[src/rtl/freq_meter_pkg.sv]
// Shared encodings and helpers for the frequency/period meter.
// sat_inc works on a 64-bit container so any CNT_W up to 64 can share it.
package freq_meter_pkg;

    typedef enum logic {
        S_ARM     = 1'b0,
        S_MEASURE = 1'b1
    } state_e;

    localparam logic MODE_GATE   = 1'b0;
    localparam logic MODE_PERIOD = 1'b1;

    localparam int SAT_W = 64;

    // Increment by one when en is set, but never past max_val.
    function automatic logic [SAT_W-1:0] sat_inc(
        input logic [SAT_W-1:0] val,
        input logic [SAT_W-1:0] max_val,
        input logic             en
    );
        if (en && (val < max_val)) begin
            return val + SAT_W'(1);
        end
        return val;
    endfunction

endpackage

[src/rtl/sig_sync_edge.sv]
// Two-flop synchronizer followed by a registered previous value; EDGE
// pulses for one cycle on each synchronized rising edge of SIG_IN.
module sig_sync_edge (
    input  logic CLK,
    input  logic RST_N,
    input  logic SIG_IN,
    output logic EDGE
);

    logic sync1_q, sync1_d;
    logic sync2_q, sync2_d;
    logic prev_q,  prev_d;

    always_comb begin
        sync1_d = SIG_IN;
        sync2_d = sync1_q;
        prev_d  = sync2_q;
    end

    always_ff @(posedge CLK) begin
        if (!RST_N) begin
            sync1_q <= 1'b0;
            sync2_q <= 1'b0;
            prev_q  <= 1'b0;
        end else begin
            sync1_q <= sync1_d;
            sync2_q <= sync2_d;
            prev_q  <= prev_d;
        end
    end

    assign EDGE = sync2_q & ~prev_q;

endmodule

[src/rtl/freq_meter.sv]
// Frequency meter: gated edge count over GATE_CYCLES, or period in CLK
// cycles between consecutive rising edges, selected by MODE.
module freq_meter
    import freq_meter_pkg::*;
#(
    parameter int unsigned GATE_CYCLES    = 100000000,
    parameter int unsigned TIMEOUT_CYCLES = 200000000,
    parameter int unsigned CNT_W          = 32
) (
    input  logic             CLK,
    input  logic             RST_N,
    input  logic             SIG_IN,
    input  logic             MODE,
    output logic [CNT_W-1:0] RESULT,
    output logic             VALID,
    output logic             OVF,
    output logic             TIMEOUT,
    output state_e           dbg_state
);

    localparam int unsigned      WIN_W       = (GATE_CYCLES > 1) ? $clog2(GATE_CYCLES) : 1;
    localparam logic [WIN_W-1:0] WIN_LAST    = WIN_W'(GATE_CYCLES - 1);
    localparam logic [SAT_W-1:0] CNT_MAX     = SAT_W'({CNT_W{1'b1}});
    localparam logic [SAT_W-1:0] TIMEOUT_LIM = SAT_W'(TIMEOUT_CYCLES);

    logic sig_edge;

    sig_sync_edge u_sync (
        .CLK    (CLK),
        .RST_N  (RST_N),
        .SIG_IN (SIG_IN),
        .EDGE   (sig_edge)
    );

    state_e             state_q,   state_d;
    logic               mode_q,    mode_d;
    logic [WIN_W-1:0]   win_q,     win_d;
    logic [CNT_W-1:0]   edgcnt_q,  edgcnt_d;
    logic [CNT_W-1:0]   pcnt_q,    pcnt_d;
    logic               sat_q,     sat_d;
    logic [CNT_W-1:0]   result_q,  result_d;
    logic               valid_q,   valid_d;
    logic               ovf_q,     ovf_d;
    logic               timeout_q, timeout_d;

    logic [SAT_W-1:0]   edg_inc;
    logic [SAT_W-1:0]   pcnt_inc;
    logic               edg_lost;
    logic               pcnt_lost;

    always_comb begin
        edg_inc   = sat_inc(SAT_W'(edgcnt_q), CNT_MAX, sig_edge);
        pcnt_inc  = sat_inc(SAT_W'(pcnt_q), CNT_MAX, 1'b1);
        // An increment that left the value unchanged was clipped by saturation.
        edg_lost  = sig_edge && (edg_inc == SAT_W'(edgcnt_q));
        pcnt_lost = (pcnt_inc == SAT_W'(pcnt_q));

        mode_d    = MODE;
        state_d   = state_q;
        win_d     = win_q;
        edgcnt_d  = edgcnt_q;
        pcnt_d    = pcnt_q;
        sat_d     = sat_q;
        result_d  = result_q;
        valid_d   = 1'b0;
        ovf_d     = ovf_q;
        timeout_d = timeout_q;

        if (mode_q != MODE) begin
            // Mode change: drop the measurement in flight, keep the last result.
            state_d  = S_ARM;
            win_d    = '0;
            edgcnt_d = '0;
            pcnt_d   = '0;
            sat_d    = 1'b0;
        end else if (mode_q == MODE_GATE) begin
            state_d = S_ARM;
            pcnt_d  = '0;
            if (win_q == WIN_LAST) begin
                result_d  = edg_inc[CNT_W-1:0];
                ovf_d     = sat_q | edg_lost;
                timeout_d = 1'b0;
                valid_d   = 1'b1;
                win_d     = '0;
                edgcnt_d  = '0;
                sat_d     = 1'b0;
            end else begin
                win_d    = win_q + WIN_W'(1);
                edgcnt_d = edg_inc[CNT_W-1:0];
                sat_d    = sat_q | edg_lost;
            end
        end else begin
            win_d    = '0;
            edgcnt_d = '0;
            // The closing edge of one period opens the next, so no re-arm here.
            if (sig_edge) begin
                if (state_q == S_MEASURE) begin
                    result_d  = pcnt_q;
                    ovf_d     = sat_q;
                    timeout_d = 1'b0;
                    valid_d   = 1'b1;
                end
                state_d = S_MEASURE;
                pcnt_d  = CNT_W'(1);
                sat_d   = 1'b0;
            end else if (pcnt_inc >= TIMEOUT_LIM) begin
                result_d  = '0;
                ovf_d     = 1'b0;
                timeout_d = 1'b1;
                valid_d   = 1'b1;
                state_d   = S_ARM;
                pcnt_d    = '0;
                sat_d     = 1'b0;
            end else begin
                pcnt_d = pcnt_inc[CNT_W-1:0];
                sat_d  = sat_q | pcnt_lost;
            end
        end
    end

    always_ff @(posedge CLK) begin
        if (!RST_N) begin
            mode_q    <= MODE;
            state_q   <= S_ARM;
            win_q     <= '0;
            edgcnt_q  <= '0;
            pcnt_q    <= '0;
            sat_q     <= 1'b0;
            result_q  <= '0;
            valid_q   <= 1'b0;
            ovf_q     <= 1'b0;
            timeout_q <= 1'b0;
        end else begin
            mode_q    <= mode_d;
            state_q   <= state_d;
            win_q     <= win_d;
            edgcnt_q  <= edgcnt_d;
            pcnt_q    <= pcnt_d;
            sat_q     <= sat_d;
            result_q  <= result_d;
            valid_q   <= valid_d;
            ovf_q     <= ovf_d;
            timeout_q <= timeout_d;
        end
    end

    assign RESULT    = result_q;
    assign VALID     = valid_q;
    assign OVF       = ovf_q;
    assign TIMEOUT   = timeout_q;
    assign dbg_state = state_q;

endmodule

[config.mk]
export PLATFORM = sky130hd
export DESIGN_NAME = freq_meter
export DESIGN_NICKNAME = d
export VERILOG_FILES = /design/src/rtl/freq_meter_pkg.sv /design/src/rtl/sig_sync_edge.sv /design/src/rtl/freq_meter.sv
export SDC_FILE = /design/constraint.sdc
export NUM_CORES = 1
export LEC_CHECK = 0
export BUFFER_PORTS_ARGS = -buffer_cell sky130_fd_sc_hd__buf_4
export CORE_UTILIZATION = 55
export CTS_CLUSTER_SIZE = 24
export DETAILED_ROUTE_END_ITERATION = 6
export GPL_ROUTABILITY_DRIVEN = 0
export PLACE_DENSITY_LB_ADDON = 0.2
export SETUP_SLACK_MARGIN = 0.4
export SLEW_MARGIN = 20
export SYNTH_ARGS = -nofsm -noshare
export SYNTH_HDL_FRONTEND = slang
export SYNTH_HIERARCHICAL = 1
export SYNTH_SLANG_ARGS = --single-unit
[constraint.sdc]
create_clock -name CLK -period 4 [get_ports CLK]
set_input_delay 0.4 -clock CLK [delete_from_list [all_inputs] [get_ports CLK]]
set_output_delay 0.4 -clock CLK [all_outputs]
set_load 0.005 [all_outputs]
==> report_table.html <==
<table>
<tr><th>Metric</th><th>Value</th></tr>
<tr><th colspan="2">Status</th></tr>
<tr><td>Outcome</td><td>finished with violations</td></tr>
<tr><td>Failing checks</td><td>design-rule violations</td></tr>
<tr><th colspan="2">Logic synthesis</th></tr>
<tr><td>Register bit count reported by yosys</td><td>around 130</td></tr>
<tr><td>Count of different cell masters after synthesis</td><td>slightly below 70</td></tr>
<tr><td>Yosys top cell by area</td><td>sky130_fd_sc_hd__dfxtp_1</td></tr>
<tr><td>EDFF count, synth</td><td>0</td></tr>
<tr><td>Leading cell types by total area after synthesis</td><td>sky130_fd_sc_hd__dfxtp_1 (40%), sky130_fd_sc_hd__nand2_1 (7.0%), sky130_fd_sc_hd__xnor2_1 (5.6%)</td></tr>
<tr><td>Fraction of synthesis flops using an asynchronous set or reset pin</td><td>0</td></tr>
<tr><td>Mean area per synthesized cell</td><td>slightly above 8 µm²</td></tr>
<tr><td>Cell count after synthesis</td><td>between 800 and 900</td></tr>
<tr><td>Netlist area before placement</td><td>around 6600 µm²</td></tr>
<tr><td>Synth top area share</td><td>0.400</td></tr>
<tr><td>Synth warnings</td><td>6</td></tr>
<tr><td>Part of the Yosys area used for sequential elements</td><td>0.400</td></tr>
<tr><td>Commonest register cell after synthesis</td><td>sky130_fd_sc_hd__dfxtp_1</td></tr>
<tr><th colspan="2">Routing</th></tr>
<tr><td>Routed vias/inst</td><td>between 6 and 7</td></tr>
<tr><td>Number of search-and-repair iterations in the first detailed-routing pass</td><td>7</td></tr>
<tr><td>Antenna Violating Nets Remaining</td><td>0</td></tr>
<tr><td>Number of DRC violations after detailed routing</td><td>6</td></tr>
<tr><td>Post-Route WL</td><td>~18,000 µm</td></tr>
<tr><td>Routed via count</td><td>slightly above 6k</td></tr>
<tr><td>Avg WL per Cell</td><td>~18 µm</td></tr>
<tr><td>DR iter-0 viols</td><td>~690</td></tr>
<tr><th colspan="2">Clocking</th></tr>
<tr><td>Num Clock Sinks</td><td>~130</td></tr>
<tr><td>Inserted Clock Buffers</td><td>17</td></tr>
<tr><td>Clock transition at the registers of the reported paths</td><td>~0.06 ns</td></tr>
<tr><td>Max clock buf depth</td><td>2</td></tr>
<tr><td>TritonCTS clock tree</td><td>done</td></tr>
<tr><td>Root buffer cell</td><td>sky130_fd_sc_hd__clkbuf_16</td></tr>
<tr><td>Total number of H-tree levels</td><td>4</td></tr>
<tr><td>Source-to-sink clock delay at the later pin of the worst-skew pair</td><td>0.43 ns</td></tr>
<tr><th colspan="2">Cells and area</th></tr>
<tr><td>Area growth from synthesis to layout</td><td>18.0%</td></tr>
<tr><td>Fill count</td><td>~900</td></tr>
<tr><td>Count of nets after finishing</td><td>850</td></tr>
<tr><td>Share of layout cells above drive strength 1</td><td>0.135</td></tr>
<tr><td>Final design utilization</td><td>0.674</td></tr>
<tr><td>Number of antenna cells inserted</td><td>0</td></tr>
<tr><td>Most common library cell in the layout ignoring fill and taps</td><td>sky130_fd_sc_hd__dfxtp_1</td></tr>
<tr><td>Final std cells w/o fill</td><td>998</td></tr>
<tr><td>Highest-count cells in the layout ignoring fill and taps</td><td>sky130_fd_sc_hd__dfxtp_1 (130), sky130_fd_sc_hd__nand2_1 (123), sky130_fd_sc_hd__nor2_1 (95)</td></tr>
<tr><th colspan="2">Global route</th></tr>
<tr><td>Via count of the first global-routing pass</td><td>between 5k and 6k</td></tr>
<tr><td>GR Util met3</td><td>0.0506</td></tr>
<tr><td>Number of antenna violations at the first check in global routing</td><td>0</td></tr>
<tr><td>GR Util met2</td><td>0.455</td></tr>
<tr><td>Aggregate global routing overflow</td><td>0</td></tr>
<tr><td>Global-route wire length before repair</td><td>roughly 28,000 µm</td></tr>
<tr><td>Maximum number of pins on one net before global-route repair</td><td>74</td></tr>
<tr><td>Met1 usage</td><td>0.362</td></tr>
<tr><td>Tot GR Track Use</td><td>0.282</td></tr>
<tr><td>Global routing's busiest layer</td><td>met2</td></tr>
<tr><th colspan="2">Pwr</th></tr>
<tr><td>Worst IR Drop VDD</td><td>slightly below 0.3 mV</td></tr>
<tr><td>P_leak</td><td>about 2.8 nW</td></tr>
<tr><td>Total power per unit cell area</td><td>about 400 nW/µm²</td></tr>
<tr><td>Net switching power figure</td><td>643 µW</td></tr>
<tr><td>Power Total</td><td>around 3.1 mW</td></tr>
<tr><td>Logic gate share of total power</td><td>0.033</td></tr>
<tr><td>Switching fraction of total power</td><td>0.205</td></tr>
<tr><td>Share of power burned in registers</td><td>0.425</td></tr>
<tr><td>Pint</td><td>2.49 mW</td></tr>
<tr><td>Clock group share of total power</td><td>0.541</td></tr>
<tr><th colspan="2">Worst setup path</th></tr>
<tr><td>Cell type with the highest occurrence count on the critical path</td><td>sky130_fd_sc_hd__buf_12</td></tr>
<tr><td>Bufs and invs on worst path</td><td>2</td></tr>
<tr><td>End of the critical path</td><td>RESULT[24]</td></tr>
<tr><td>R2R cell count</td><td>12</td></tr>
<tr><td>Crit path cell chain</td><td>ha_4 &gt; nand4_4 &gt; or4_4 &gt; nor2_1 &gt; xor2_1 &gt; o2111ai_1 &gt; or4_1 &gt; o2111ai_4 &gt; buf_12 &gt; nand2_4 &gt; buf_12 &gt; mux2i_1</td></tr>
<tr><td>Endpoint class of the critical path</td><td>flip-flop</td></tr>
<tr><td>Startpoint of the most critical register-to-register path</td><td>pcnt_q[1]</td></tr>
<tr><td>Largest incremental delay on the critical path</td><td>~0.63 ns</td></tr>
<tr><td>Worst path top cell family by delay</td><td>simple AND/OR/NAND/NOR gates</td></tr>
<tr><td>Worst-path maximum fanout</td><td>16</td></tr>
<tr><td>Worst reg2reg path endpoint</td><td>RESULT[24]</td></tr>
<tr><td>Worst path slowest cell</td><td>sky130_fd_sc_hd__or4_4</td></tr>
<tr><td>Data arrival time of the critical path</td><td>~3.8 ns</td></tr>
<tr><td>Worst setup path start</td><td>pcnt_q[1]</td></tr>
<tr><td>Minimum setup slack among reg-to-reg paths</td><td>0.53 ns</td></tr>
<tr><td>Worst endpoint required time</td><td>around 4.3 ns</td></tr>
<tr><td>Type of the worst setup path</td><td>flip-flop to flip-flop</td></tr>
<tr><td>CP Depth</td><td>12</td></tr>
<tr><td>Startpoint type of the worst setup path</td><td>flip-flop</td></tr>
<tr><th colspan="2">Timing</th></tr>
<tr><td>Worst-case clock skew</td><td>0.0104 ns</td></tr>
<tr><td>RSZ-0062 raised after global routing</td><td>no</td></tr>
<tr><td>Final number of max-transition violations</td><td>0</td></tr>
<tr><td>Worst-Margin Slew</td><td>~1 ns</td></tr>
<tr><td>Fin crit share</td><td>0.868</td></tr>
<tr><td>Minimum clock period after layout</td><td>approximately 3.5 ns</td></tr>
<tr><td>Setup tns final</td><td>0 ns</td></tr>
<tr><td>Final worst hold slack</td><td>0.116 ns</td></tr>
<tr><td>Number of failing hold endpoints at the final stage</td><td>0</td></tr>
<tr><td>Top achievable clock speed</td><td>0.288 GHz</td></tr>
<tr><td>Slew headroom</td><td>0.317</td></tr>
<tr><td>Final Setup Violations</td><td>0</td></tr>
<tr><th colspan="2">Floorplanning</th></tr>
<tr><td>Vertical extent of the die</td><td>approximately 110 µm</td></tr>
<tr><td>Placeable Area</td><td>between 10,000 and 15,000 µm²</td></tr>
<tr><td>Width of the chip</td><td>112 µm</td></tr>
<tr><td>Num rows</td><td>39</td></tr>
<tr><td>Effective utilization at floorplan</td><td>0.571</td></tr>
<tr><td>Area of the die</td><td>about 12,000 µm²</td></tr>
<tr><td>IO Count</td><td>40</td></tr>
<tr><th colspan="2">Placement</th></tr>
<tr><td>IO buf count</td><td>39</td></tr>
<tr><td>Post-detail-place hpwl</td><td>between 10,000 and 15,000 µm</td></tr>
<tr><td>Cell Count Post-Placement</td><td>approximately 960</td></tr>
<tr><th colspan="2">Min path</th></tr>
<tr><td>Worst min-delay path class</td><td>primary input to flip-flop</td></tr>
<tr><th colspan="2">Flow run</th></tr>
<tr><td># Max-Cap Violations</td><td>0</td></tr>
</table>
-- cell type report --
| class | count | area [µm²] | area share |
|---|---|---|---|
| tap | 143 | 179 | 0.0230 |
| multi-input combinational | 621 | 3830 | 0.491 |
| clock buffer | 21 | 460 | 0.0591 |
| timing repair buffer | 56 | 445 | 0.0572 |
| sequential | 132 | 2650 | 0.339 |
| inverter | 15 | 56.3 | 0.00723 |
| clock inverter | 10 | 179 | 0.0230 |
-- synthesized netlist by cell type (3+ instances only) --
cell type and count:
sky130_fd_sc_hd__a21oi_1 31, sky130_fd_sc_hd__a22oi_1 3, sky130_fd_sc_hd__a32o_1 3, sky130_fd_sc_hd__and2_1 10, sky130_fd_sc_hd__and3_1 19, sky130_fd_sc_hd__and4_1 9, sky130_fd_sc_hd__buf_1 4, sky130_fd_sc_hd__buf_2 3
sky130_fd_sc_hd__buf_4 3, sky130_fd_sc_hd__buf_6 3, sky130_fd_sc_hd__clkbuf_1 29, sky130_fd_sc_hd__dfxtp_1 132, sky130_fd_sc_hd__ha_1 3, sky130_fd_sc_hd__inv_1 14, sky130_fd_sc_hd__mux2i_1 34, sky130_fd_sc_hd__nand2_1 123
sky130_fd_sc_hd__nand3_1 44, sky130_fd_sc_hd__nand4_1 23, sky130_fd_sc_hd__nor2_1 95, sky130_fd_sc_hd__nor2b_1 4, sky130_fd_sc_hd__nor3_1 18, sky130_fd_sc_hd__nor4_1 5, sky130_fd_sc_hd__o2111ai_1 4, sky130_fd_sc_hd__o211ai_1 7
sky130_fd_sc_hd__o21ai_0 31, sky130_fd_sc_hd__o31ai_1 6, sky130_fd_sc_hd__or3_1 13, sky130_fd_sc_hd__or4_1 8, sky130_fd_sc_hd__xnor2_1 42, sky130_fd_sc_hd__xor2_1 31
-- layer usage --
| layer | vias to the layer above | wire (µm) |
|---|---|---|
| met2 | 272 | 8310 |
| met3 | 54 | 1140 |
| met4 | 0 | 633 |
| met1 | 2838 | 7440 |
| li1 | 2896 | - |
| met5 | - | 0 |
-- through the flow --
| step | worst slack [ns] | instance area, µm² |
|---|---|---|
| 2_1_floorplan | 0.750 | 6620 |
| 3_3_place_gp | 0.356 | 6960 |
| 3_5_place_dp | 0.178 | 6960 |
| 4_1_cts | 0.383 | 7670 |
| 5_1_grt | 0.388 | 7790 |
| 6_report | 0.526 | 7790 |
-- cells by family (layout without fill, tap and decap cells) --
group	Yosys count	after routing	share of synthesized area
adder cells (fa/ha/maj)	3	3	0.00568
flip-flops	132	132	0.400
AND/OR/NAND/NOR	390	393	0.295
XOR/XNOR	73	73	0.0968
multiplexers	34	34	0.0515
buffers and inverters	58	102	0.0388
other	1	4	0.000568
AO/OA/AOI/OAI	114	114	0.112
-- worst min-delay path by stage --
stage / start / cells past startpoint / to / slack (ns)
final: MODE / 1 / mode_q / 0.12
after global routing: MODE / 1 / mode_q / 0.12
after CTS: MODE / 1 / mode_q / 0.10
after detailed placement: u_sync/sync1_q / 1 / u_sync/prev_d / 0.41
after global placement: u_sync/sync1_q / 1 / u_sync/prev_d / 0.43
after floorplan: u_sync/sync1_q / 1 / u_sync/prev_d / 0.41
-- what timing repair did --
| action | in CTS | in global routing |
|---|---|---|
| setup buffers | 1 | 7 |
| gates cloned | 1 | 2 |
| setup endpoints to repair | 61 | 62 |
| resized for setup | 7 | 7 |
| pin swaps | 1 | 4 |
| hold buffers | 0 | 0 |
-- power groups by stage --
stage | Clock [mW] | Combinational, mW | Sequential, mW
2_1_floorplan | 0 | 0.0690 | 1.36
3_3_place_gp | 0 | 0.0880 | 1.36
3_5_place_dp | 0 | 0.0897 | 1.36
4_1_cts | 1.71 | 0.0970 | 1.33
5_1_grt | 1.77 | 0.112 | 1.33
6_report | 1.69 | 0.105 | 1.33
-- state kept, by name (all words and copies together), names as in the netlist --
signal	count
VALID	1
RESULT	32
edgcnt_q	32
win_q	27
u_sync/prev_d	1
sat_q	1
dbg_state	1
u_sync/sync1_q	1
OVF	1
mode_q	1
TIMEOUT	1
u_sync/prev_q	1
pcnt_q	32
Note: power is estimated with default switching activity, not from simulation.
